File: src/rtl/mem_arb_pkg.sv
// Shared state encoding and slave load/store type codes for mem_port_arbiter.
package mem_arb_pkg;

   typedef enum logic [1:0] {
      IDLE   = 2'd0,
      ACCESS = 2'd1,
      RESP   = 2'd2
   } arb_state_e;

   localparam logic [2:0] LB  = 3'b001;
   localparam logic [2:0] LBU = 3'b010;
   localparam logic [2:0] LH  = 3'b011;
   localparam logic [2:0] LHU = 3'b100;
   localparam logic [2:0] LW  = 3'b111;

   localparam logic [2:0] SB  = 3'b001;
   localparam logic [2:0] SH  = 3'b010;
   localparam logic [2:0] SW  = 3'b011;

   function automatic logic [2:0] pick3(input logic [5:0] codes, input logic sel);
      pick3 = sel ? codes[5:3] : codes[2:0];
   endfunction

endpackage

File: src/rtl/rr_arbiter_2.sv
// Two-requester winner selection. MEM_ARB_RR_EN selects round-robin with a
// "last granted" pointer; otherwise requester 0 has fixed priority.
module rr_arbiter_2 (
   input  logic       clk_i,
   input  logic       rst_i,
   input  logic [1:0] req_i,
   input  logic       advance_i,
   output logic       valid_o,
   output logic       winner_o
);

   assign valid_o = req_i[0] | req_i[1];

`ifdef MEM_ARB_RR_EN
   logic last_q;

   // Contended requests go to whoever was not granted last.
   always_comb begin
      winner_o = 1'b0;
      if (req_i == 2'b11) begin
         winner_o = ~last_q;
      end else begin
         winner_o = req_i[1];
      end
   end

   // Reset value 1 makes requester 0 the first contended winner.
   always_ff @(posedge clk_i or posedge rst_i) begin
      if (rst_i) begin
         last_q <= 1'b1;
      end else if (advance_i && valid_o) begin
         last_q <= winner_o;
      end else begin
         last_q <= last_q;
      end
   end
`else
   logic unused_ok;

   assign unused_ok = clk_i ^ rst_i ^ advance_i;

   // Requester 0 always wins.
   always_comb begin
      winner_o = 1'b0;
      if (req_i[0]) begin
         winner_o = 1'b0;
      end else begin
         winner_o = req_i[1];
      end
   end
`endif

endmodule

File: src/rtl/mem_port_arbiter.sv
// Two-port arbiter in front of one synchronous memory slave: IDLE/ACCESS/RESP,
// one access per two cycles. Define MEM_ARB_RR_EN for round-robin contention.
module mem_port_arbiter
   import mem_arb_pkg::*;
#(
   parameter int ADDR_W = 12,
   parameter int DATA_W = 32
) (
   input  logic                CLK,
   input  logic                RST,
   input  logic [1:0]          req,
   input  logic [1:0]          we,
   input  logic [2*ADDR_W-1:0] addr,
   input  logic [2*DATA_W-1:0] wd,
   input  logic [5:0]          load_choice,
   input  logic [5:0]          sw_choice,
   output logic [1:0]          gnt,
   output logic [1:0]          done,
   output logic [DATA_W-1:0]   rdata,
   output logic [ADDR_W-1:0]   s_A,
   output logic [DATA_W-1:0]   s_WD,
   output logic                s_WE,
   output logic [2:0]          s_load_choice,
   output logic [2:0]          s_sw_choice,
   input  logic [DATA_W-1:0]   s_RD
);

   arb_state_e          state_q;
   logic                idx_q;
   logic                we_q;
   logic                rd_q;
   logic [1:0]          gnt_q;
   logic [1:0]          done_q;
   logic [ADDR_W-1:0]   s_a_q;
   logic [DATA_W-1:0]   s_wd_q;
   logic                s_we_q;
   logic [2:0]          s_ld_q;
   logic [2:0]          s_sw_q;

   logic                win_valid;
   logic                win;
   logic                arb_fire;
   logic                we_d;
   logic [ADDR_W-1:0]   addr_d;
   logic [DATA_W-1:0]   wd_d;
   logic [2:0]          ld_d;
   logic [2:0]          sw_d;

   assign arb_fire = win_valid && ((state_q == IDLE) || (state_q == RESP));

   rr_arbiter_2 u_arb (
      .clk_i     (CLK),
      .rst_i     (RST),
      .req_i     (req),
      .advance_i (arb_fire),
      .valid_o   (win_valid),
      .winner_o  (win)
   );

   assign we_d   = win ? we[1] : we[0];
   assign addr_d = win ? addr[2*ADDR_W-1:ADDR_W] : addr[ADDR_W-1:0];
   assign wd_d   = win ? wd[2*DATA_W-1:DATA_W] : wd[DATA_W-1:0];
   assign ld_d   = pick3(load_choice, win);
   assign sw_d   = pick3(sw_choice, win);

   // Arbitration FSM; every slave/handshake output is loaded on the edge
   // that enters the state in which it must be visible.
   always_ff @(posedge CLK or posedge RST) begin
      if (RST) begin
         state_q <= IDLE;
         idx_q   <= 1'b0;
         we_q    <= 1'b0;
         rd_q    <= 1'b0;
         gnt_q   <= 2'b00;
         done_q  <= 2'b00;
         s_a_q   <= {ADDR_W{1'b0}};
         s_wd_q  <= {DATA_W{1'b0}};
         s_we_q  <= 1'b0;
         s_ld_q  <= 3'b000;
         s_sw_q  <= 3'b000;
      end else begin
         gnt_q  <= 2'b00;
         done_q <= 2'b00;
         rd_q   <= 1'b0;
         s_a_q  <= {ADDR_W{1'b0}};
         s_wd_q <= {DATA_W{1'b0}};
         s_we_q <= 1'b0;
         s_ld_q <= 3'b000;
         s_sw_q <= 3'b000;
         case (state_q)
            IDLE, RESP: begin
               if (arb_fire) begin
                  state_q    <= ACCESS;
                  idx_q      <= win;
                  we_q       <= we_d;
                  gnt_q[win] <= 1'b1;
                  s_a_q      <= addr_d;
                  s_wd_q     <= wd_d;
                  s_we_q     <= we_d;
                  s_sw_q     <= sw_d;
                  s_ld_q     <= we_d ? 3'b000 : ld_d;
               end else begin
                  state_q <= IDLE;
               end
            end
            ACCESS: begin
               state_q       <= RESP;
               done_q[idx_q] <= 1'b1;
               rd_q          <= ~we_q;
               s_ld_q        <= s_ld_q;
            end
            default: begin
               state_q <= IDLE;
            end
         endcase
      end
   end

   // Slave read data is only valid during RESP, so it is gated, not re-registered.
   assign rdata         = rd_q ? s_RD : {DATA_W{1'b0}};
   assign gnt           = gnt_q;
   assign done          = done_q;
   assign s_A           = s_a_q;
   assign s_WD          = s_wd_q;
   assign s_WE          = s_we_q;
   assign s_load_choice = s_ld_q;
   assign s_sw_choice   = s_sw_q;

endmodule

File: config.mk
export PLATFORM = sky130hd
export DESIGN_NAME = mem_port_arbiter
export DESIGN_NICKNAME = d
export VERILOG_FILES = /design/src/rtl/mem_arb_pkg.sv /design/src/rtl/rr_arbiter_2.sv /design/src/rtl/mem_port_arbiter.sv
export SDC_FILE = /design/constraint.sdc
export NUM_CORES = 1
export LEC_CHECK = 0
export ABC_AREA = 1
export CAP_MARGIN = 20
export CORE_ASPECT_RATIO = 1.25
export CORE_MARGIN = 3
export CORE_UTILIZATION = 32
export CTS_CLUSTER_SIZE = 20
export DETAILED_ROUTE_END_ITERATION = 6
export PLACE_DENSITY = 0.87
export SLEW_MARGIN = 20
export SYNTH_ARGS = -nofsm -noshare
export SYNTH_HDL_FRONTEND = slang
export SYNTH_SLANG_ARGS = --single-unit
File: constraint.sdc
create_clock -name CLK -period 2.38 [get_ports CLK]
set_clock_uncertainty 0.1 [all_clocks]
set_input_delay 0.357 -clock CLK [delete_from_list [all_inputs] [get_ports CLK]]
set_output_delay 0.357 -clock CLK [all_outputs]
set_load 0.01 [all_outputs]
==> results.tsv <==
stage	metric	value	unit
grt	vias in the first global route	2889	
floorplan	Initial Util	32.9	%
cells_and_area	Area growth syn-to-layout	101	%
synthesis	FF+latch count, synth	60	
detailed_routing	vias per cell	4.45	
worst_setup_path	crit path capture	rdata[3]	
worst_setup_path	RR Startpoint	state_q[0]	
worst_setup_path	reg2reg path depth	5	
synthesis	Synth Net Count	461	
timing	Max-slew headroom	67.0	%
worst_setup_path	FF-to-FF setup slack	0.89	ns
timing	actual slew at the worst max-slew pin	0.494	ns
worst_setup_path	CP Capture Type	output port	
timing	final setup fails	0	
detailed_routing	Antenna Nets Post-Route	0	
synthesis	top cell type by total area after synthesis	dfrtp_1	
synthesis	Post-Syn Area per Cell	7.98	um^2
detailed_routing	DRC	0	
timing	final hold violations	0	
placement	port bufs	224	
worst_setup_path	Crit Path Class	reg2out	
synthesis	post-synthesis sequential area ratio	58.2	%
cells_and_area	final instance area	5190	um^2
detailed_routing	Iter 0 DRT Violations	80	
timing	Final period util	89.5	%
cells_and_area	most frequent cells in the layout	224 x clkdlybuf4s50_1, 157 x nand2_1, 60 x dfrtp_1, 39 x nand3_1, 37 x inv_1	
cts	CTS buffer count	9	
timing	Max Slew Vio Count	0	
hold_path	Hold Crit Class	in2async	
synthesis	simple-gate area share of the yosys netlist	31.8	%
synthesis	Mapped Area	2580	um^2
timing	Final Critical Period	2.13	ns
worst_setup_path	critical path launch point	rd_q	
worst_setup_path	Arr. time, crit path	1.67	ns
synthesis	main combinational cell family by area after synthesis	simple AND/OR/NAND/NOR gates	
worst_setup_path	critical path required time	1.92	ns
cells_and_area	ANT cells	0	
placement	placed cells	632	
synthesis	synth unique cells	14	
synthesis	synth top area cells	dfrtp_1 58%, nand2_1 23%, nand3_1 7.6%, inv_1 5.5%, buf_6 1.3%	
synthesis	mux cell area share after synthesis	0	%
detailed_routing	drt first pass iters	4	
floorplan	Core Rows	36	
detailed_routing	drt total wl	9130	um
timing	fmax	0.469	GHz
synthesis	Adder-Cell Fraction of Synth Area	0	%
synthesis	Ys Warns	0	
detailed_routing	drt wl/cell	14.1	um
worst_setup_path	worst r2r dst	s_A[4]	
power	Leakage	2.65	nW
cells_and_area	commonest non-fill, non-tap cell in the layout	clkdlybuf4s50_1	
placement	placed inst area	4920	um^2
cts	CTS tree	yes	
status	outcome	finished, final reports clean	
synthesis	area fraction in compound gates after synthesis	0.582	%
grt	initial antenna violation count	0	
cells_and_area	Final nets	686	
timing	final worst slack	0.249	ns
detailed_routing	vias after detailed routing	2881	
grt	first-pass GRT wire length	14000	um
cts	root buf cell	clkbuf_8	
floorplan	die area	9180	um^2
floorplan	# IOs	225	
power	pwr/cell area	610	nW/um^2
cts	H-tree depth	3	
placement	DP Wirelength	7360	um
synthesis	Synth top area share	58.2	%
cts	hold bufs inserted after CTS	0	
cts	Clock Latency Late Sink	0.33	ns
grt	largest net degree at the start of global routing	49	
power	Max VDD drop	0.653	mV
timing	setup TNS	0	ns
grt	GR Util All Layers	20.1	%
cells_and_area	Finished Layout Cells	648	
synthesis	Synth Area in XOR/XNOR	0	%
cts	clk slew on worst S/H paths	0.06	ns
grt	gr ovfl total	0	
cts	cts repair resizes	0	
cts	CTS sink cnt	60	
placement	Place WS	0.410	ns
worst_setup_path	startpoint class of the critical path	flip-flop	
timing	unrepaired setup endpoints after global routing	no	
cts	setup bufs post-CTS	0	
placement	Placer Congestion	0.786	
floorplan	Die Y	106	um
floorplan	die width	86.3	um
worst_setup_path	Crit Path Max Fanout	32	
floorplan	Core ar.	7840	um^2
synthesis	Cells after Synth	323	
cts	clk buf depth	2	
cells_and_area	share of cells above drive strength 1	4.52	%
flow_run	max-capacitance violation count	0	
-- cells in the mapped netlist --
cell type  count
o21ai_0        2
nor2_1         5
nand2_1      157
o21ai_1        1
nand3_2        1
buf_2          4
inv_2          3
buf_6          3
dfrtp_1       60
buf_1          1
clkbuf_1       8
inv_1         38
nand3b_1       1
nand3_1       39
-- worst min path at each step --
stage | end | slack [ns] | cells after the start
finish | s_WD[22] | 0.26 | 2
global route | done[1] | 0.30 | 2
CTS | done[1] | 0.26 | 2
detailed placement | rd_q | 0.33 | 1
global placement | done[0] | 0.31 | 1
floorplan | done[0] | 0.30 | 1
-- power breakdown --
part	internal (mW)	switching [mW]	leakage, nW
registers	1.11	0.0285	0.784
logic	0.473	0.337	1.73
clock network	0.831	0.380	0.131
total	2.42	0.746	2.65
-- layout make-up --
| class | count | area [um^2] |
|---|---|---|
| clock buffer | 12 | 145 |
| clock inverter | 4 | 120 |
| fill | 636 | 2650 |
| inverter | 41 | 154 |
| multi-input combinational | 206 | 836 |
| sequential | 60 | 1500 |
| tap | 95 | 119 |
| timing repair buffer | 230 | 2310 |
-- flip-flops by register name, summed over array words and instances, names as in the netlist --
register and cells:
s_load_choice 3, idx_q 1, done 2, rd_q 1
we_q 1, state_q 2, s_A 12, s_WD 32
s_WE 1, s_sw_choice 3, gnt 2
-- worst max-delay path: stages (launching register included) --
cell,delay [ns]
dfrtp_1,0.32
buf_4,0.28
nand2_1,0.13
inv_1,0.08
clkdlybuf4s50_1,0.53
-- per-stage QoR --
step                      hold slack, ns  utilization, %  power, mW
after floorplan                    0.303               -       1.43
after global placement             0.309            62.8       1.95
after detailed placement           0.326            62.8       1.98
after CTS                          0.264            66.2       3.21
after global routing               0.301            66.2       3.32
final                              0.264            66.2       3.16
-- kinds of logic (layout without fill, tap and decap cells) --
kind of cell / after synthesis / count (layout)
flops: 60 / 60
compound gates: 3 / 3
simple gates: 203 / 203
buf+inv: 57 / 287
-- per-layer routing --
layer	track usage [%]	vias to the layer above	wire [um]
li1	-	1413	-
met3	8.22	12	1070
met1	19.5	1294	3120
met4	7.91	0	151
met5	0	-	0
met2	37.2	162	4800
Power figures use the tool's default switching activity.
